[src/rtl/instr_fetch_unit_pkg.sv]
// Shared definitions for the fetch path.
// Holds the fetch FSM state encoding and the default address/instruction
// widths used by the PC, fetch and decode stages.
package instr_fetch_unit_pkg;

  localparam int ADDR_W_DEF  = 64;
  localparam int INSTR_W_DEF = 32;

  typedef enum logic [1:0] {
    ST_IDLE     = 2'd0,
    ST_WAIT_MEM = 2'd1,
    ST_DISCARD  = 2'd2
  } fetch_state_t;

endpackage

[src/rtl/instr_fetch_unit_if.sv]
// Bundle of the fetch unit's handshake buses.
//   PC side     : PCIn, PCValid (in to unit), PCReady (out), Flush (in)
//   Memory side : MemReq, MemAddr (out), MemAck, MemData (in)
//   Decode side : InstrOut, InstrPC, InstrValid (out), InstrReady (in)
// master = the fetch unit, slave = its environment (PC stage, memory, decoder).
interface instr_fetch_unit_if #(
  parameter int ADDR_W  = 64,
  parameter int INSTR_W = 32
);
  logic [ADDR_W-1:0]  PCIn;
  logic               PCValid;
  logic               PCReady;
  logic               Flush;
  logic               MemReq;
  logic [ADDR_W-1:0]  MemAddr;
  logic               MemAck;
  logic [INSTR_W-1:0] MemData;
  logic [INSTR_W-1:0] InstrOut;
  logic [ADDR_W-1:0]  InstrPC;
  logic               InstrValid;
  logic               InstrReady;

  modport master (
    input  PCIn, PCValid, Flush, MemAck, MemData, InstrReady,
    output PCReady, MemReq, MemAddr, InstrOut, InstrPC, InstrValid
  );

  modport slave (
    output PCIn, PCValid, Flush, MemAck, MemData, InstrReady,
    input  PCReady, MemReq, MemAddr, InstrOut, InstrPC, InstrValid
  );
endinterface

[src/rtl/instr_fetch_unit_fetch_fifo.sv]
// Synchronous FIFO with synchronous clear, holding {PC, instruction} entries.
// Ports:
//   i_clk, i_rst     : clock, asynchronous active-high reset (control only)
//   i_clr            : discard all entries at the next edge (wins over push/pop)
//   i_push, i_push_data : write one entry
//   i_pop            : remove the head entry (ignored when empty)
//   o_pop_data       : head entry, combinational from storage
//   o_empty, o_count : status; count is log2(DEPTH)+1 bits
module fetch_fifo #(
  parameter int DATA_W = 96,
  parameter int DEPTH  = 4
) (
  input  logic                       i_clk,
  input  logic                       i_rst,
  input  logic                       i_clr,
  input  logic                       i_push,
  input  logic [DATA_W-1:0]          i_push_data,
  input  logic                       i_pop,
  output logic [DATA_W-1:0]          o_pop_data,
  output logic                       o_empty,
  output logic [$clog2(DEPTH):0]     o_count
);

  localparam int PTR_W = $clog2(DEPTH);

  logic [DATA_W-1:0] r_mem [DEPTH];
  logic [PTR_W-1:0]  r_wr_ptr;
  logic [PTR_W-1:0]  r_rd_ptr;
  logic [PTR_W:0]    r_count;
  logic              w_full;
  logic              w_do_push;
  logic              w_do_pop;

  assign w_full    = (r_count == (PTR_W+1)'(DEPTH));
  assign o_empty   = (r_count == '0);
  assign o_count   = r_count;
  assign w_do_pop  = i_pop && !o_empty && !i_clr;
  assign w_do_push = i_push && (!w_full || w_do_pop) && !i_clr;
  assign o_pop_data = r_mem[r_rd_ptr];

  // Storage carries data only, so it is left out of reset.
  always_ff @(posedge i_clk) begin
    if (w_do_push) r_mem[r_wr_ptr] <= i_push_data;
  end

  always_ff @(posedge i_clk or posedge i_rst) begin
    if (i_rst) begin
      r_wr_ptr <= '0;
      r_rd_ptr <= '0;
      r_count  <= '0;
    end else if (i_clr) begin
      r_wr_ptr <= '0;
      r_rd_ptr <= '0;
      r_count  <= '0;
    end else begin
      if (w_do_push) r_wr_ptr <= r_wr_ptr + PTR_W'(1);
      if (w_do_pop)  r_rd_ptr <= r_rd_ptr + PTR_W'(1);
      case ({w_do_push, w_do_pop})
        2'b10:   r_count <= r_count + (PTR_W+1)'(1);
        2'b01:   r_count <= r_count - (PTR_W+1)'(1);
        default: r_count <= r_count;
      endcase
    end
  end

endmodule

[src/rtl/instr_fetch_unit.sv]
// Instruction fetch unit: accepts fetch PCs, issues one word read at a time
// over a req/ack memory handshake, and queues {PC, instruction} pairs for the
// decoder. Flush drops everything buffered and any read still in flight.
// Ports:
//   i_clk, i_rst : clock, asynchronous active-high reset
//   bus          : master side of instr_fetch_unit_if (PC, memory, decode buses)
module instr_fetch_unit
  import instr_fetch_unit_pkg::*;
#(
  parameter int ADDR_W  = ADDR_W_DEF,
  parameter int INSTR_W = INSTR_W_DEF,
  parameter int DEPTH   = 4
) (
  input  logic                 i_clk,
  input  logic                 i_rst,
  instr_fetch_unit_if.master   bus
);

  localparam int PTR_W  = $clog2(DEPTH);
  localparam int DATA_W = ADDR_W + INSTR_W;

  fetch_state_t        r_state;
  logic                r_mem_req;
  logic [ADDR_W-1:0]   r_mem_addr;

  logic                w_accept;
  logic                w_push;
  logic                w_pop;
  logic                w_empty;
  logic [PTR_W:0]      w_count;
  logic [PTR_W+1:0]    w_credits;
  logic [DATA_W-1:0]   w_head;

  // An in-flight read reserves a FIFO slot, so a returning word always fits.
  assign w_credits = {1'b0, w_count} + (PTR_W+2)'(r_state == ST_WAIT_MEM);

  assign bus.PCReady = !i_rst && (r_state == ST_IDLE) &&
                       (w_credits < (PTR_W+2)'(DEPTH)) && !bus.Flush;
  assign w_accept    = bus.PCValid && bus.PCReady;

  assign w_push = (r_state == ST_WAIT_MEM) && bus.MemAck && !bus.Flush;
  assign w_pop  = !w_empty && bus.InstrReady && !bus.Flush;

  assign bus.MemReq     = r_mem_req;
  assign bus.MemAddr    = r_mem_addr;
  assign bus.InstrValid = !w_empty;
  // Masking keeps the outputs at zero after reset, when storage is unwritten.
  assign bus.InstrOut   = w_empty ? '0 : w_head[INSTR_W-1:0];
  assign bus.InstrPC    = w_empty ? '0 : w_head[DATA_W-1:INSTR_W];

  always_ff @(posedge i_clk or posedge i_rst) begin
    if (i_rst) begin
      r_state    <= ST_IDLE;
      r_mem_req  <= 1'b0;
      r_mem_addr <= '0;
    end else begin
      case (r_state)
        ST_IDLE: begin
          if (w_accept) begin
            r_mem_addr <= bus.PCIn;
            r_mem_req  <= 1'b1;
            r_state    <= ST_WAIT_MEM;
          end
        end
        ST_WAIT_MEM: begin
          if (bus.MemAck) begin
            r_mem_req <= 1'b0;
            r_state   <= ST_IDLE;
          end else if (bus.Flush) begin
            r_state   <= ST_DISCARD;
          end
        end
        ST_DISCARD: begin
          // The memory handshake must complete even though its data is dead.
          if (bus.MemAck) begin
            r_mem_req <= 1'b0;
            r_state   <= ST_IDLE;
          end
        end
        default: begin
          r_mem_req <= 1'b0;
          r_state   <= ST_IDLE;
        end
      endcase
    end
  end

  fetch_fifo #(
    .DATA_W (DATA_W),
    .DEPTH  (DEPTH)
  ) u_fifo (
    .i_clk       (i_clk),
    .i_rst       (i_rst),
    .i_clr       (bus.Flush),
    .i_push      (w_push),
    .i_push_data ({r_mem_addr, bus.MemData}),
    .i_pop       (w_pop),
    .o_pop_data  (w_head),
    .o_empty     (w_empty),
    .o_count     (w_count)
  );

endmodule

[src/flat_wrapper.sv]
// flat-port wrapper written by rule: the top's interface ports become plain ports
module instr_fetch_unit_flat import instr_fetch_unit_pkg::*;
#(
  parameter int ADDR_W  = ADDR_W_DEF,
  parameter int INSTR_W = INSTR_W_DEF,
  parameter int DEPTH   = 4
)
  (i_clk, i_rst, bus_PCIn, bus_PCValid, bus_Flush, bus_MemAck, bus_MemData, bus_InstrReady, bus_PCReady, bus_MemReq, bus_MemAddr, bus_InstrOut, bus_InstrPC, bus_InstrValid);
  instr_fetch_unit_if #(.ADDR_W(ADDR_W), .INSTR_W(INSTR_W)) bus_i ();
  input  logic i_clk;
  input  logic i_rst;
  input wire logic [$bits(bus_i.PCIn)-1:0] bus_PCIn;
  input wire logic [$bits(bus_i.PCValid)-1:0] bus_PCValid;
  input wire logic [$bits(bus_i.Flush)-1:0] bus_Flush;
  input wire logic [$bits(bus_i.MemAck)-1:0] bus_MemAck;
  input wire logic [$bits(bus_i.MemData)-1:0] bus_MemData;
  input wire logic [$bits(bus_i.InstrReady)-1:0] bus_InstrReady;
  output wire logic [$bits(bus_i.PCReady)-1:0] bus_PCReady;
  output wire logic [$bits(bus_i.MemReq)-1:0] bus_MemReq;
  output wire logic [$bits(bus_i.MemAddr)-1:0] bus_MemAddr;
  output wire logic [$bits(bus_i.InstrOut)-1:0] bus_InstrOut;
  output wire logic [$bits(bus_i.InstrPC)-1:0] bus_InstrPC;
  output wire logic [$bits(bus_i.InstrValid)-1:0] bus_InstrValid;
  assign bus_i.PCIn = bus_PCIn;
  assign bus_i.PCValid = bus_PCValid;
  assign bus_i.Flush = bus_Flush;
  assign bus_i.MemAck = bus_MemAck;
  assign bus_i.MemData = bus_MemData;
  assign bus_i.InstrReady = bus_InstrReady;
  assign bus_PCReady = bus_i.PCReady;
  assign bus_MemReq = bus_i.MemReq;
  assign bus_MemAddr = bus_i.MemAddr;
  assign bus_InstrOut = bus_i.InstrOut;
  assign bus_InstrPC = bus_i.InstrPC;
  assign bus_InstrValid = bus_i.InstrValid;
  instr_fetch_unit #(.ADDR_W(ADDR_W), .INSTR_W(INSTR_W), .DEPTH(DEPTH)) u_core (.i_clk(i_clk), .i_rst(i_rst), .bus(bus_i));
endmodule
[config.mk]
export PLATFORM = sky130hd
export DESIGN_NAME = instr_fetch_unit_flat
export DESIGN_NICKNAME = d
export VERILOG_FILES = /design/src/rtl/instr_fetch_unit_pkg.sv /design/src/rtl/instr_fetch_unit_if.sv /design/src/rtl/instr_fetch_unit_fetch_fifo.sv /design/src/rtl/instr_fetch_unit.sv /design/src/flat_wrapper.sv
export SDC_FILE = /design/constraint.sdc
export NUM_CORES = 1
export LEC_CHECK = 0
export CORE_ASPECT_RATIO = 0.8
export CORE_MARGIN = 4
export CORE_UTILIZATION = 54
export CTS_CLUSTER_SIZE = 30
export DETAILED_ROUTE_END_ITERATION = 10
export PLACE_DENSITY = 0.76
export SLEW_MARGIN = 30
export SYNTH_ARGS = -nofsm -noshare
export SYNTH_HDL_FRONTEND = slang
export SYNTH_SLANG_ARGS = --single-unit
[constraint.sdc]
create_clock -name i_clk -period 4.7 [get_ports i_clk]
set_clock_uncertainty 0.1 [all_clocks]
set_input_delay 0.94 -clock i_clk [delete_from_list [all_inputs] [get_ports i_clk]]
set_output_delay 0.94 -clock i_clk [all_outputs]
set_load 0.02 [all_outputs]
==> flow_summary.yaml <==
power:
  power_density_mw_per_mm2: 494
  ir_drop_uv: 392
  p_leak_nw: 7.66
grt:
  antenna_found_initial: 2
  grt_max_degree: 52
  overflow: 0
  track_usage_pct: 20.5
  grt_pass1_wl_um: 56200
  grt_pass1_vias: 9324
critical_path:
  worst-path-buf-inv: 2
  critPathLaunchType: "flip-flop"
  crit_required_ns: 3.66
  worstPathArrival_ns: 2.97
  worstPathMaxFanout: 44
  cp_slowest_cell: "dfrtp_4"
  path_delay_family: "buffers and inverters"
  path_class: "reg2out"
  critPathMaxStageDelay_ns: 0.69
  crit_path_end_kind: "output port"
  crit_chain: "buf_12 -> mux4_2 -> and2_1 -> clkdlybuf4s50_1"
detailed_routing:
  vias: 8920
  vias_per_cell: 5.62
  routedWlPerCell_um: 23.1
  wl_um: 36600
  antenna_left: 0
  firstDrtPassIters: 5
  drc: 0
  drt_iter0_markers: 825
final_layout:
  layout-drive-gt1-share_pct: 22.5
  multi_input_area_sq_mm: 0.00413
  seq_area_sq_mm: 0.0134
  syn_to_final_growth_pct: 26.4
  fillCellCount: 2100
  fin_cells: 1586
  antenna_cells: 0
  nNetsFinal: 1234
synthesis:
  synth_compound_area_share_pct: 0.570
  yosysWarnings: 0
  syn_area_sq_mm: 0.0178
  synth_cells: 832
  synth_top_family_by_area: "multiplexers"
  synth_top_area_share_pct: 64.8
  yosys_most_used_dff: "edfxtp_1"
  synth-edff-count: 384
  synthSimpleGateAreaFrac_pct: 4.63
  async_reset_ff_share_pct: 16.2
  synth-seq-cells: 458
  yosys-top-cells-count: "edfxtp_1 (384), and2_1 (100), mux4_2 (96), dfrtp_1 (74), mux2_4 (38)"
  synth_fa_ha_area_share_pct: 0.605
  ys_seq_area_share_pct: 75.2
  ys_types: 39
  yosys.cell_count.top_type: "edfxtp_1"
  synth_xor_xnor_area_share_pct: 0.197
  yosysTopAreaCell: "edfxtp_1"
  avgSynthCellArea_sq_um: 21.4
  synth_mux_area_share_pct: 17.2
  synth_nets: 942
  synth_area_leaders: "edfxtp_1 (65%), mux4_2 (12%), dfrtp_1 (10%)"
floorplanning:
  fp-row-count: 59
  die_w_um: 211
  dieHeight_um: 170
  core-area_sq_mm: 0.0325
  initial_utilization_pct: 54.8
  die_area_sq_mm: 0.0359
  io_pins: 265
clocking:
  cts_resized: 0
  cts_setup_buffers: 0
  clk_latency_ns: 0.55
  path_clk_slew_ns: 0.06
  clock-sinks: 458
  root_buffer: "clkbuf_16"
  clockBufferDepth: 3
  cts_tree: "yes"
  htree_levels: 2
  numCtsBuffers: 44
  hold_buffers: 0
sta:
  slew_viol_final: 0
  fmax_mhz: 249
  hold_viol: 0
  finalSetupTns_ns: 0
  period_share_pct: 85.4
  fin_crit_ns: 4.01
  rsz0062_at_grt: "false"
  final-setup-viol-count: 0
  slew_headroom_pct: 54.9
  tightest_slew_ns: 0.674
flow_run:
  maxCapViolations: 0
place:
  dp_hpwl_um: 23600
  dpl.cell_count: 1505
  port_buffers: 264
  gp_congestion: 0.747
hold_path:
  min_path_type: "reg2reg"
run_status:
  run_status: "finished, final reports clean"
-- routing by layer --
layer  GRT usage, %  wire length [um]
met4           4.73               646
met3           4.90              2410
met5              0                34
met1           29.7             15400
met2           32.4             18100
-- worst reg2reg max path: cells and delay by family, from the launching register on --
kind | cells | cell delay (ns)
adder cells (fa/ha/maj) | 1 | 0.25
buffers and inverters | 2 | 0.39
AND/OR/NAND/NOR | 2 | 0.89
flip-flops | 1 | 0.38
AO/OA/AOI/OAI | 1 | 0.53
-- worst paths after layout --
| path | startpoint | to | slack [ns] | cells past startpoint |
|---|---|---|---|---|
| max reg2reg | u_core.r_state[1] | u_core.u_fifo.r_mem[2][25] | 1.85 | 6 |
| max | u_core.u_fifo.r_rd_ptr[0] | bus_InstrPC[61] | 0.69 | 4 |
| min in group asynchronous | i_rst | u_core.bus.MemAddr[0] | 0.73 | 2 |
| min reg2reg | u_core.bus.MemReq | u_core.bus.MemReq | 0.41 | 1 |
| max in group asynchronous | i_rst | u_core.u_fifo.r_rd_ptr[1] | 2.94 | 3 |
| min | u_core.bus.MemReq | u_core.bus.MemReq | 0.41 | 1 |
-- per-stage QoR --
stage | power, W | hold slack, ns | area, sq um | util [%] | worst slack [ns]
2_1_floorplan | 0.00667 | 0.399 | 17800 | - | 0.248
3_3_place_gp | 0.00777 | 0.374 | 21100 | 64.9 | 0.811
3_5_place_dp | 0.00783 | 0.403 | 21100 | 64.9 | 0.759
4_1_cts | 0.0112 | 0.416 | 22500 | 69.2 | 0.605
5_1_grt | 0.0116 | 0.448 | 22500 | 69.2 | 0.493
6_report | 0.0111 | 0.408 | 22500 | 69.2 | 0.685
-- registers in the layout, indices dropped and copies added, names as in the netlist --
signal                  cells
u_core.r_state              2
u_core.bus.MemReq           1
u_core.u_fifo.o_count       3
u_core.u_fifo.r_wr_ptr      2
u_core.bus.MemAddr         64
u_core.u_fifo.r_mem       384
u_core.u_fifo.r_rd_ptr      2
-- cells by family (layout without fill, tap and decap cells) --
family / count (synthesis) / after routing
flops: 458 / 458
simple gates: 133 / 133
fa+ha+maj: 8 / 8
compound gates: 16 / 16
xor+xnor: 4 / 4
buf+inv: 50 / 377
mux: 163 / 163
-- power by group --
group	internal, W	switching (W)
logic	0.00113	0.000908
registers	0.00514	0.000552
clock network	0.00194	0.00143
-- layout by cell type (no fill, tap or decap), types with 3 or more instances in the layout --
cell type,n
mux2_4,38
inv_1,6
nor2_1,9
buf_12,14
buf_4,11
o21ai_0,7
mux4_2,96
and2_4,4
nor3_1,3
clkbuf_16,45
ha_1,7
a21oi_1,3
and2_1,96
dfrtp_1,72
clkdlybuf4s50_1,264
nor2b_1,3
bufinv_16,3
clkbuf_1,6
nand3_1,5
clkinv_1,10
mux2_2,27
xor2_1,3
edfxtp_1,384
clkinv_2,12
-- layout make-up --
type                    count  share of cell area, %
clock buffers              52                   5.17
clock inverters            29                  0.996
inverters                   7                  0.122
multi-input cells         324                   18.4
flip-flops and latches    458                   59.6
well taps                 427                   2.38
repair buffers            289                   13.4
No activity file was read; power rests on OpenSTA's default activity.
